### config.mk
export PLATFORM = sky130hd
export DESIGN_NAME = alu_ctrl_seq
export DESIGN_NICKNAME = d
export VERILOG_FILES = /design/src/rtl/alu_ctrl_pkg.sv /design/src/rtl/alu_ctrl_decode.sv /design/src/rtl/alu_ctrl_seq.sv
export SDC_FILE = /design/constraint.sdc
export NUM_CORES = 1
export LEC_CHECK = 0
export ABC_AREA = 1
export CAP_MARGIN = 20
export CORE_ASPECT_RATIO = 1.25
export CORE_MARGIN = 5
export CORE_UTILIZATION = 51
export CTS_CLUSTER_SIZE = 25
export DETAILED_ROUTE_END_ITERATION = 10
export GPL_ROUTABILITY_DRIVEN = 0
export PLACE_DENSITY = 0.82
export SLEW_MARGIN = 20
export SYNTH_ARGS = -nofsm -noshare
export SYNTH_HDL_FRONTEND = slang
export SYNTH_HIERARCHICAL = 1
export SYNTH_SLANG_ARGS = --single-unit
### constraint.sdc
create_clock -name clk -period 4.4 [get_ports clk]
set_clock_uncertainty 0.05 [all_clocks]
set_input_delay 0.88 -clock clk [delete_from_list [all_inputs] [get_ports clk]]
set_output_delay 0.88 -clock clk [all_outputs]
set_load 0.02 [all_outputs]
### src/rtl/alu_ctrl_pkg.sv
// Shared constants for the ALU control sequencer: ALUOp classes, funct fields,
// ALUControl encodings and the handshake FSM states.
package alu_ctrl_pkg;

    localparam logic [1:0] ALUOP_LDST = 2'b00;
    localparam logic [1:0] ALUOP_BR   = 2'b01;
    localparam logic [1:0] ALUOP_R    = 2'b10;
    localparam logic [1:0] ALUOP_I    = 2'b11;

    localparam logic [6:0] F7_BASE = 7'b0000000;
    localparam logic [6:0] F7_ALT  = 7'b0100000;
    localparam logic [6:0] F7_MEXT = 7'b0000001;

    localparam logic [2:0] F3_ADDSUB = 3'b000;
    localparam logic [2:0] F3_SLL    = 3'b001;
    localparam logic [2:0] F3_SLT    = 3'b010;
    localparam logic [2:0] F3_SLTU   = 3'b011;
    localparam logic [2:0] F3_XOR    = 3'b100;
    localparam logic [2:0] F3_SR     = 3'b101;
    localparam logic [2:0] F3_OR     = 3'b110;
    localparam logic [2:0] F3_AND    = 3'b111;

    localparam logic [4:0] OP_AND  = 5'b00000;
    localparam logic [4:0] OP_OR   = 5'b00001;
    localparam logic [4:0] OP_ADD  = 5'b00010;
    localparam logic [4:0] OP_XOR  = 5'b00011;
    localparam logic [4:0] OP_SLL  = 5'b00100;
    localparam logic [4:0] OP_SRL  = 5'b00101;
    localparam logic [4:0] OP_SUB  = 5'b00110;
    localparam logic [4:0] OP_SRA  = 5'b00111;
    localparam logic [4:0] OP_SLT  = 5'b01000;
    localparam logic [4:0] OP_SLTU = 5'b01001;

    typedef enum logic [1:0] {
        S_IDLE = 2'd0,
        S_BUSY = 2'd1,
        S_HOLD = 2'd2
    } state_t;

    // Base-ISA op selected by funct3 when funct7 carries no modifier.
    function automatic logic [4:0] base_op(input logic [2:0] f3);
        logic [4:0] op;
        case (f3)
            F3_ADDSUB: op = OP_ADD;
            F3_SLL:    op = OP_SLL;
            F3_SLT:    op = OP_SLT;
            F3_SLTU:   op = OP_SLTU;
            F3_XOR:    op = OP_XOR;
            F3_SR:     op = OP_SRL;
            F3_OR:     op = OP_OR;
            default:   op = OP_AND;
        endcase
        return op;
    endfunction

endpackage

### src/rtl/alu_ctrl_decode.sv
// Combinational ALUOp/funct3/funct7 decoder producing the ALUControl code,
// M-extension/divide flags and the illegal-encoding flag.
module alu_ctrl_decode
    import alu_ctrl_pkg::*;
#(
    parameter int MEXT_EN = 1,
    localparam int CTRL_W = 4 + MEXT_EN
) (
    input  logic [1:0]        ALUOp,
    input  logic [2:0]        funct3,
    input  logic [6:0]        funct7,
    output logic [CTRL_W-1:0] code,
    output logic              is_mext,
    output logic              is_div,
    output logic              illegal
);

    always_comb begin
        code    = CTRL_W'(OP_ADD);
        is_mext = 1'b0;
        is_div  = 1'b0;
        illegal = 1'b0;
        case (ALUOp)
            ALUOP_LDST: code = CTRL_W'(OP_ADD);
            ALUOP_BR:   code = CTRL_W'(OP_SUB);
            ALUOP_R: begin
                if (funct7 == F7_BASE) begin
                    code = CTRL_W'(base_op(funct3));
                end else if (funct7 == F7_ALT && funct3 == F3_ADDSUB) begin
                    code = CTRL_W'(OP_SUB);
                end else if (funct7 == F7_ALT && funct3 == F3_SR) begin
                    code = CTRL_W'(OP_SRA);
                end else if (funct7 == F7_MEXT && MEXT_EN != 0) begin
                    // M ops: MSB set, low bits are funct3 (bit 2 splits mul/div).
                    code    = CTRL_W'({2'b10, funct3});
                    is_mext = 1'b1;
                    is_div  = funct3[2];
                end else begin
                    illegal = 1'b1;
                end
            end
            default: begin
                if (funct3 == F3_SLL) begin
                    if (funct7 == F7_BASE) code = CTRL_W'(OP_SLL);
                    else                   illegal = 1'b1;
                end else if (funct3 == F3_SR) begin
                    if (funct7 == F7_BASE)     code = CTRL_W'(OP_SRL);
                    else if (funct7 == F7_ALT) code = CTRL_W'(OP_SRA);
                    else                       illegal = 1'b1;
                end else begin
                    code = CTRL_W'(base_op(funct3));
                end
            end
        endcase
    end

endmodule

### src/rtl/alu_ctrl_seq.sv
// ALU control unit: decodes the op, registers it behind valid/ready, and holds
// the unit busy for the multiply/divide latency before presenting M-ext results.
module alu_ctrl_seq
    import alu_ctrl_pkg::*;
#(
    parameter int MEXT_EN = 1,
    parameter int MUL_LAT = 2,
    parameter int DIV_LAT = 8,
    localparam int CTRL_W = 4 + MEXT_EN
) (
    input  logic              clk,
    input  logic              rst_n,
    input  logic              in_valid,
    output logic              in_ready,
    input  logic [1:0]        ALUOp,
    input  logic [2:0]        funct3,
    input  logic [6:0]        funct7,
    output logic              out_valid,
    input  logic              out_ready,
    output logic [CTRL_W-1:0] ALUControl,
    output logic              is_mext,
    output logic              illegal,
    output logic              busy
);

    localparam int MAX_LAT = (MUL_LAT > DIV_LAT) ? MUL_LAT : DIV_LAT;
    localparam int CNT_W   = $clog2(MAX_LAT) + 1;
    localparam logic [CNT_W-1:0] MUL_CNT = CNT_W'(MUL_LAT - 1);
    localparam logic [CNT_W-1:0] DIV_CNT = CNT_W'(DIV_LAT - 1);

    logic [CTRL_W-1:0] dec_code;
    logic              dec_mext;
    logic              dec_div;
    logic              dec_ill;

    alu_ctrl_decode #(.MEXT_EN(MEXT_EN)) u_decode (
        .ALUOp   (ALUOp),
        .funct3  (funct3),
        .funct7  (funct7),
        .code    (dec_code),
        .is_mext (dec_mext),
        .is_div  (dec_div),
        .illegal (dec_ill)
    );

    state_t            state_q;
    logic [CNT_W-1:0]  cnt_q;
    logic              out_valid_q;
    logic [CTRL_W-1:0] code_q;
    logic              mext_q;
    logic              ill_q;
    logic              accept;

    assign in_ready   = (state_q == S_IDLE) || (state_q == S_HOLD && out_ready);
    assign accept     = in_valid && in_ready;
    assign busy       = (state_q == S_BUSY);
    assign out_valid  = out_valid_q;
    assign ALUControl = code_q;
    assign is_mext    = mext_q;
    assign illegal    = ill_q;

    always_ff @(posedge clk) begin
        if (!rst_n) begin
            state_q     <= S_IDLE;
            cnt_q       <= '0;
            out_valid_q <= 1'b0;
            code_q      <= '0;
            mext_q      <= 1'b0;
            ill_q       <= 1'b0;
        end else begin
            case (state_q)
                S_IDLE, S_HOLD: begin
                    // HOLD with out_ready behaves like IDLE so back-to-back ops stream.
                    if (accept) begin
                        code_q <= dec_code;
                        mext_q <= dec_mext;
                        ill_q  <= dec_ill;
                        if (dec_mext) begin
                            state_q     <= S_BUSY;
                            cnt_q       <= dec_div ? DIV_CNT : MUL_CNT;
                            out_valid_q <= 1'b0;
                        end else begin
                            state_q     <= S_HOLD;
                            out_valid_q <= 1'b1;
                        end
                    end else if (state_q == S_HOLD && out_ready) begin
                        state_q     <= S_IDLE;
                        out_valid_q <= 1'b0;
                    end
                end
                S_BUSY: begin
                    if (cnt_q != '0) begin
                        cnt_q <= cnt_q - CNT_W'(1);
                    end else begin
                        state_q     <= S_HOLD;
                        out_valid_q <= 1'b1;
                    end
                end
                default: begin
                    state_q     <= S_IDLE;
                    out_valid_q <= 1'b0;
                end
            endcase
        end
    end

endmodule

; ---- Yosys cells after proc, flatten, opt, wreduce, memory -nomap -nowiden
; Cells that the tools add are included.
[word_totals]
regBits = 14
latchBits = 0
ram_bits = 0
mem_bits_ro = 0
input_bits = 16
output_inout_bits = 10
elab_cells = 87
memories = 0
[op_classes]
n_addsub = 1
mul = 0
div = 0
n_lt_le_gt_ge = 0
n_eq_ne = 17
n_shift = 0
muxes = 47
bitwise = 0
reduce_logical = 16
[op_table]
columns = op, n
row1 = $mux 5, 7
row2 = $pmux 4 s7, 1
row3 = $mux 1, 23
row4 = $pmux 4 s5, 1
row5 = $pmux 5 s3, 1
row6 = $mux 4, 3
row7 = $eq 3x3->1 const B, 3
row8 = $mux 3, 3
row9 = $mux 2, 4
row10 = $pmux 4 s2, 1
row11 = $eq 7x1->1 const B, 1
row12 = $eq 7x6->1 const B, 1
row13 = $logic_not 7->1, 1
row14 = $eq 3x2->1 const B, 2
row15 = $ne 2x2->1 const B, 3
row16 = $eq 2x1->1 const B, 2
row17 = $eq 2x2->1 const B, 2
row18 = $logic_and 1x1->1, 4
row19 = $logic_not 2->1, 2
row20 = $pmux 1 s2, 2
row21 = $pmux 2 s2, 1
row22 = $reduce_and 2->1, 2
row23 = $reduce_and 4->1, 1
row24 = $reduce_bool 4->1, 1
row25 = 8 further kinds, 9

; ---- Longest topological paths before layout
; Gate-level depths: netlist of the first run.
[logic_depth]
word_depth = 10
mapped_depth = 10

; ---- Hierarchy
; The synthesis of the first run kept the hierarchy.
[by_module_without_submodules]
columns = mod, n_inst, cells_per_inst, area_per_inst_um2, seq_area_each_um2
row1 = alu_ctrl_seq, 1, 88, 611.8, 260.2
row2 = alu_ctrl_decode, 1, 71, 390.4, 0.0

; ---- Least setup slack after synthesis of the first run
; No wires, ideal clock.
[synth_timing]
path_type = input-to-output
start = input port out_ready
end = output port in_ready
t_arrival_ps = 1307
required_ps = 3470
slack_ps = 2163
path_stages = 2
path_buffers = 0
path_cell_list = inv_1 -> a21oi_2
[synth_between]
elab_chain_len = 2
[synth_lines]
columns = element, line_no
row1 = from (decl), alu_ctrl_seq.sv:19  ; input logic out_ready,
row2 = $logic_and 1x1->1, alu_ctrl_seq.sv:54  ; assign in_ready = (state_q == S_IDLE) || (state_q == S_HOLD && out_ready);
row3 = $logic_or 1x1->1, alu_ctrl_seq.sv:54
row4 = to (decl), alu_ctrl_seq.sv:14  ; output logic in_ready,
; Every way passes these cells.

; ---- Worst setup path after layout of the first run
; Ends and elaborated chain as after synthesis.

==> results.toml, run 1 <==
[critical_path]
crit_start = "out_ready"
arrival_ps = 2350
max_stage_delay_ps = 670
cp_slowest_cell = "clkdlybuf4s50_1"
endpoint_kind = "output pin"
required_ps = 3470
cpMostUsedCell = "clkdlybuf4s50_1"
worstSetupPathType = "in -> out"
r2r_start = "cnt_q[0]$_SDFFE_PN0P_"
cp-start-kind = "input port"
path_max_fanout = 8
crit_chain = "clkdlybuf4s50_1 -> inv_1 -> a21oi_2 -> clkdlybuf4s50_1"

[synth]
synth_cells = 159
synth.distinct_cells = 26
syn_area_mm2 = 0.00100
synthesis.nets = 176
synth_top_flop_cell = "dfxtp_1"
synth_top_cells_by_area = "dfxtp_1, nand2_1, inv_1"
yosysWarningCount = 6
synth_top_area_cell = "dfxtp_1"
avgSynthCellArea_um2 = 6.30
netlist_top_cells_count = "nand2_1, inv_1, nor2_1"
synth-seq-area-share_pct = 26.0
synth.most_common_cell = "nand2_1"
synth_top_area_share_pct = 26.0
synth_edf_count = 0
ys_seq_elements = 13
async_flop_share_pct = 0

[floorplan]
core_mm2 = 0.00194
ios = 26
die_x_um = 49.7
die_h_um = 59.6
die_area_mm2 = 0.00296
initial_core_util_pct = 51.7
std_cell_rows = 18

[clocking]
htreeDepth = 1
cts_buffers = 3
cts_tree = "done"
root_buffer = "clkbuf_4"
cts_sinks = 13
cts.clk_slew.worst_paths_ps = 80
post_cts_resized = 0
cts.hold.buffers_added = 0
clk_latency_ps = 270
postCtsSetupBuffers = 0
cts_buffer_depth = 2

[power_and_ir_drop]
p_leak_uw = 0.000583
power_frac_comb_pct = 23.9
pwr-share-clk_pct = 28.6
power.total_uw = 257
p_int_uw = 184
power.net_switching_uw = 73.5
powerDensity_mw_per_mm2 = 199
sequentialPowerShare_pct = 47.5
vdd_drop_max_v = 0.000168
swShare_pct = 28.6

[timing]
slew_violations = 0
rsz0062_at_grt = "no"
relSlewSlack_pct = 78.6
fin_tns_setup_ps = 0
setup_viol = 0
timing.fmax_mhz = 305
hold_viol_final = 0
worst_slew_pin_slew_ps = 320
post-route-period-util_pct = 74.6
hold-worst-slack_ps = 413
finalCriticalPeriod_ps = 3280

[cells_and_area]
final_cells = 207
layout.nets = 205
final_area_mm2 = 0.00129
antenna_cells = 0
drive_gt1_share_pct = 18.2
syn2layout_area_growth_pct = 28.7

[routing]
wl_mm = 2.27
drc = 0
drtAntennaViolNets = 0
firstDrtPassIters = 4
drtIter0Drc = 17
vias = 1054
wl_per_cell_um = 11.0
routed_via_density = 5.09

[global_routing]
grt_pass1_vias = 1040
grtUsageTotal_pct = 17.5
grt_max_degree = 11
antenna_found_initial = 0
grt_pass1_wl_mm = 4.13
grt_overflow_total = 0

[status]
run_status = "complete, no violations"

[placement]
placedCellCount = 203
post-dp-hpwl_mm = 1.89
dpl_cell_area_mm2 = 0.00126
portBuffers = 25

[min_path]
worst_hold_path_type = "reg -> reg"
hp-start = "ALUControl[3]$_SDFFE_PN0P_"

[job]
maxCapViolCount = 0
[through the flow]
step,worst slack [ps],util [%]
after global placement,1140,65.2
final,1120,66.6
after global routing,1040,66.6
after CTS,1100,66.6
after detailed placement,1110,65.2
after floorplan,2160,-
[placed cells by master (no fill, tap or decap), drive strengths merged, types with 2 or more instances in the layout]
cell,instances
nand2,45
clkinv,2
clkbuf,4
nand4,3
nor3,2
dfxtp,13
a21oi,11
clkdlybuf4s50,25
inv,27
o21ai,11
nor2,26
nand3,14
[critical path: cells and delay by family]
family	cells	cell delay, ps
buffers and inverters	3	1190
AO/OA/AOI/OAI	1	290
[cell families (layout without fill, tap and decap cells)]
logic type      Yosys count  after routing  synth area share [%]
fa+ha+maj                 1              1                  1.25
compound gates           24             24                  13.6
flops                    13             13                  26.0
simple gates             91             91                  46.8
buf+inv                  30             58                  12.4
[per-layer routing]
metal / vias to the layer above / wire [µm] / GRT usage (%)
li1: 559 / - / -
met1: 472 / 935 / 19.5
met2: 21 / 1230 / 32.7
met3: 2 / 82 / 3.27
met4: 0 / 15 / 5.62
met5: - / 0 / 0
[flip-flops by register name, indices dropped and copies added (netlist names)]
name / count
is_mext: 1
state_q: 1
out_valid: 1
cnt_q: 4
illegal: 1
ALUControl: 5
[power groups by stage]
stage | sequential, µW | combinational [µW] | clock (µW)
CTS | 122 | 61.8 | 75.0
finish | 122 | 61.5 | 73.4
floorplan | 128 | 31.0 | 0
detailed placement | 125 | 61.5 | 0
global placement | 125 | 60.1 | 0
global route | 123 | 68.1 | 82.1
[area by class of cell]
cell class	count	area (µm²)
repair buffers	25	250
fillers	171	647
clock buffers	4	26.3
well taps	20	25.0
multi-input cells	116	618
inverters	29	110
flip-flops and latches	13	260
[final timing paths]
path / to / slack (ps) / cells after the start
worst max-delay path: in_ready / 1120 / 4
worst min-delay path: ALUControl[3]$_SDFFE_PN0P_ / 410 / 2
worst max register to register: cnt_q[0]$_SDFFE_PN0P_ / 3050 / 8
worst min register to register: ALUControl[3]$_SDFFE_PN0P_ / 410 / 2
No activity file was read; power rests on OpenSTA's default activity.
==> inputs of run 2 (changes only) <==
- CORE_UTILIZATION: 51 -> 43
- PLACE_DENSITY: 0.82 -> 0.74
- clock period: 4.4 -> 2.9 ns (I/O delays scaled with it)
==> run 2 against run 1 <==
  * Critical path depth unchanged
  * Highest routed layer unchanged
  * Non-clock buffer count is 1 higher
  * Count of clock-buffer cells in the layout is the same
  * Largest power group unchanged
==> results.toml, run 2 (synthesis gave the netlist of run 1 again) <==
[global_routing]
grt_pass1_vias = 998
grt_pass1_wl_mm = 3.97
grtUsageTotal_pct = 15.1
grt_overflow_total = 0
antenna_found_initial = 0
grt_max_degree = 11

[routing]
drtAntennaViolNets = 0
wl_per_cell_um = 10.6
vias = 1055
routed_via_density = 4.82
drc = 0
drtIter0Drc = 23
firstDrtPassIters = 4
wl_mm = 2.33

[critical_path]
cpMostUsedCell = "clkdlybuf4s50_1"
arrival_ps = 1890
r2r_start = "cnt_q[0]$_SDFFE_PN0P_"
endpoint_kind = "output pin"
crit_chain = "clkdlybuf4s50_1 -> inv_1 -> a21oi_2 -> clkdlybuf4s50_1"
worstSetupPathType = "in -> out"
cp_top_family = "buffers and inverters"
r2r_setup_slack_ps = 1560
reg2reg_to = "cnt_q[1]$_SDFFE_PN0P_"
required_ps = 2270
critPathBufInv = 3
path_max_fanout = 3
cp_slowest_cell = "clkdlybuf4s50_1"
reg2reg_depth = 8
cp-start-kind = "input port"
max_stage_delay_ps = 630

[clocking]
cts_buffers = 3
cts_buffer_depth = 2
clk_latency_ps = 270
cts.clk_slew.worst_paths_ps = 80
cts.hold.buffers_added = 0
post_cts_resized = 0
htreeDepth = 1
cts_tree = "done"
root_buffer = "clkbuf_4"
cts_sinks = 13
postCtsSetupBuffers = 0

[power_and_ir_drop]
vdd_drop_max_v = 0.000306
power.net_switching_uw = 112
power.total_uw = 392
powerDensity_mw_per_mm2 = 299
sequentialPowerShare_pct = 47.4
swShare_pct = 28.6
power_frac_comb_pct = 24.0
p_int_uw = 279
pwr-share-clk_pct = 28.6
p_leak_uw = 0.000587

[timing]
timing.fmax_mhz = 396
slew_violations = 0
fin_tns_setup_ps = 0
rsz0062_at_grt = "no"
worst_slew_pin_slew_ps = 311
relSlewSlack_pct = 79.2
hold_viol_final = 0
post-route-period-util_pct = 87.0
worst_slack_ps = 378
finalCriticalPeriod_ps = 2520
setup_viol = 0

[floorplan]
std_cell_rows = 19
core_mm2 = 0.00221
ios = 26
die_x_um = 53.2
die_h_um = 64.0
initial_core_util_pct = 45.3
die_area_mm2 = 0.00340

[cells_and_area]
antenna_cells = 0
final_area_mm2 = 0.00131
layout_commonest_cell = "nand2_1"
syn2layout_area_growth_pct = 30.8
layout.nets = 206
drive_gt1_share_pct = 18.6
largest_reg_flops = 5
regArea_um2 = 260
multi_input_area_um2 = 618
fillCellCount = 215
layout_common_cells = "nand2_1, clkdlybuf4s50_1, inv_1, nor2_1, dfxtp_1"

[status]
run_status = "complete, no violations"

[job]
maxCapViolCount = 0

[placement]
post-dp-hpwl_mm = 1.93
portBuffers = 25
place_ws_ps = 358
dpl_cell_area_mm2 = 0.00128

[min_path]
min_to = "ALUControl[1]$_SDFFE_PN0P_"
hp-start = "ALUControl[1]$_SDFFE_PN0P_"
worst_hold_path_type = "reg -> reg"
whs_path_depth = 2
-- run 2: changes by cell type in the layout (fill, tap and decap cells not counted), sizes merged --
cell,previous run,this run
buf,0,1
-- run 2: area by class of cell --
cell class | count | area share, %
Multi-Input combinational cell | 116 | 47.1
Sequential cell | 13 | 19.8
Timing Repair Buffer | 26 | 19.7
Inverter | 29 | 8.40
Tap cell | 31 | 2.96
Clock buffer | 4 | 2.00
-- run 2: power groups by stage --
| stage | clock [µW] | combinational (µW) | sequential (µW) |
|---|---|---|---|
| 5_1_grt | 123 | 104 | 186 |
| 3_3_place_gp | 0 | 93.2 | 190 |
| 4_1_cts | 116 | 95.0 | 186 |
| 6_report | 112 | 94.0 | 186 |
| 2_1_floorplan | 0 | 47.0 | 195 |
| 3_5_place_dp | 0 | 94.5 | 190 |
-- run 2: routing by layer --
metal	routed length [µm]	vias to the layer above	part of all wire (%)	GRT usage (%)
li1	-	561	-	-
met1	951	463	41	15.7
met2	1200	25	52	27.3
met3	116	6	5.0	2.33
met4	61	0	2.6	8.95
met5	0	-	0	0
-- run 2: worst min-delay path, stage by stage (launching register included) --
cell	delay, ps
dfxtp_1	310
nand2_1	60
a21oi_1	50
-- run 2: worst max-delay path by stage --
stage,startpoint,slack (ps),end,cells after the start
4_1_cts,out_ready,360,in_ready,4
3_3_place_gp,out_ready,360,in_ready,4
6_report,out_ready,380,in_ready,4
5_1_grt,out_ready,300,in_ready,4
3_5_place_dp,out_ready,360,in_ready,4
2_1_floorplan,funct7[3],1180,cnt_q[1]$_SDFFE_PN0P_,10
-- run 2: metrics by stage --
step	util (%)	cells	hold slack [ps]
2_1_floorplan	-	159	425
3_3_place_gp	58.1	215	402
3_5_place_dp	58.1	215	407
4_1_cts	59.3	219	418
5_1_grt	59.3	219	443
6_report	59.3	219	416
==> edit, RTL diff (settings of run 1) <==
`MUL_LAT`: 2 -> 4.
--- a/src/rtl/alu_ctrl_seq.sv
+++ b/src/rtl/alu_ctrl_seq.sv
@@ -4,7 +4,7 @@
     import alu_ctrl_pkg::*;
 #(
     parameter int MEXT_EN = 1,
-    parameter int MUL_LAT = 2,
+    parameter int MUL_LAT = 4,
     parameter int DIV_LAT = 8,
     localparam int CTRL_W = 4 + MEXT_EN
 ) (
Behaviour: not the same (a bounded check fails within 4 cycles, from zero or initial values and one cycle with rst_n low).
==> edit against run 1 <==
- register-to-register slack better by 40 ps
- non-clock buffer count stayed put
- core utilization rose by 4.5 points
- via count is 1.4% lower
- largest power group unchanged
- combinational power grew 1%
- count of clock-buffer cells in the layout did not move
- wire length increased by 0.40%
- area after synthesis down 1.0%
- final area is 0.39% lower
- total power up 0.36%
- first-iteration DRC count is 65% lower
- worst setup slack got worse by 21 ps
- sequential cell count unchanged
- critical endpoint unchanged
==> edit: results (changes against run 1) <==
| Metric | Value |
|---|---|
| Hold WS | 414.1 ps (was 413.4 ps) |
| Starting DRT DRC Count | 6 (was 17) |
| Critical path's slowest cell | clkdlybuf4s50_1 (unchanged) |
| Seq/Total Area, Yosys | 26.23% (was 25.97%) |
| Slew @ Worst Pin | 333.1 ps (was 319.9 ps) |
| Syn Nets | 175 (was 176) |
| Synth area leaders | dfxtp_1 26%, nand2_1 12%, nor2_1 7.2% (was dfxtp_1 26%, nand2_1 13%, inv_1 7.1%) |
| Pleak | 0.0005750 µW (was 0.0005826 µW) |
| Initial antenna violation count | 0 (unchanged) |
| N_diodes | 0 (unchanged) |
| HP Class | reg2reg (unchanged) |
| Largest net degree at the start of global routing | 11 (unchanged) |
| Post-detail-place hpwl | 1.898 mm (was 1.894 mm) |
| Cells after Synth | 158 (was 159) |
| Post-CTS Setup Bufs | 0 (unchanged) |
| First-pass GRT wire length | 4.029 mm (was 4.126 mm) |
| Clk slew on worst S/H paths | 80 ps (about the same) |
| Status | completed (unchanged) |
| Number of global-route vias before repair | 961 (was 1040) |
| Grt met3 use | 3.526% (was 3.275%) |
| Worst skew pair latency | 270 ps (about the same) |
| WL/cell | 11.10 µm (was 10.95 µm) |
| H-tree Lvls | 1 (unchanged) |
| Metal3 WL | 94 µm (was 82 µm) |
| Post-Route M1 WL | 932 µm (was 935 µm) |
| GR Util met1 | 19.82% (was 19.54%) |
| Comb pwr share | 24.1% (was 23.9%) |
| Cts repair resizes | 0 (unchanged) |
| Critical Path AT | 2380 ps (was 2350 ps) |
| Layout cell share with drive strength beyond 1 | 19.35% (was 18.18%) |
| Total Nets Final | 204 (was 205) |
| Clock tree root driver cell | clkbuf_4 (unchanged) |
| Vias | 1039 (was 1054) |
| Clock buffer depth | 2 (unchanged) |
| Global Route Usage Sum | 16.90% (was 17.47%) |
| CP delay by family, top | buffers and inverters (unchanged) |
| Routed wl met2 | 1.231 mm (was 1.233 mm) |
| Synth warn | 6 (unchanged) |
| M2 GR Usage | 30.39% (was 32.73%) |
| DR vias/cell | 5.068 (was 5.092) |
| # port buffers | 25 (unchanged) |
| Netlist cell types | 25 (was 26) |
| Switching share of power | 28.73% (was 28.57%) |
| Peak supply drop | 192.9 µV (was 167.7 µV) |
| Top sig layer | met4 (unchanged) |
| Clock group | 73.5 µW (was 73.4 µW) |
| Post-synth top cells | 33 x nand2_1, 19 x nor2_1, 18 x inv_1, 13 x dfxtp_1, 12 x nand3_1 (was 35 x nand2_1, 19 x inv_1, 19 x nor2_1, 13 x dfxtp_1, 12 x nand3_1) |
| Worst Path Max Fanout | 8 (unchanged) |
| Flop2flop setup slack | 3090 ps (was 3050 ps) |
| CTS Buf Count | 3 (unchanged) |
| Fill count | 146 (was 171) |
| Fraction of registers with async set/reset | 0% (unchanged) |
| Number of flip-flops in the largest register | 5 (unchanged) |
| Crit path largest cell delay | 680 ps |
edit: path summary, 6_finish.rpt:
path	startpoint	to	cells after the start
setup / recovery	out_ready	in_ready	4
hold / removal	ALUControl[0]	ALUControl[0]	2
setup reg to reg	cnt_q[0]	cnt_q[2]	8
hold reg to reg	ALUControl[0]	ALUControl[0]	2
edit: final cells by class:
type                    instances  area share (%)
well taps                      19           1.850
multi-input cells             114           47.61
inverters                      30           8.763
repair buffers                 25           19.47
flip-flops and latches         13           20.25
clock buffers                   4           2.045
edit: through the flow:
stage               power, µW  setup WS (ps)  area [µm²]
floorplan               159.3           2172       992.2
global placement        185.9           1127        1259
detailed placement      187.3           1094        1259
CTS                     261.6           1096        1285
global route            273.9           1045        1285
finish                  258.0           1095        1285
edit: logic make-up (layout without fill, tap and decap cells):
kind of cell    Yosys count  after routing  share of synthesized area, %
simple gates             90             90                         47.16
buf+inv                  31             59                         12.11
compound gates           23             23                         13.24
flops                    13             13                         26.23
fa+ha+maj                 1              1                         1.261
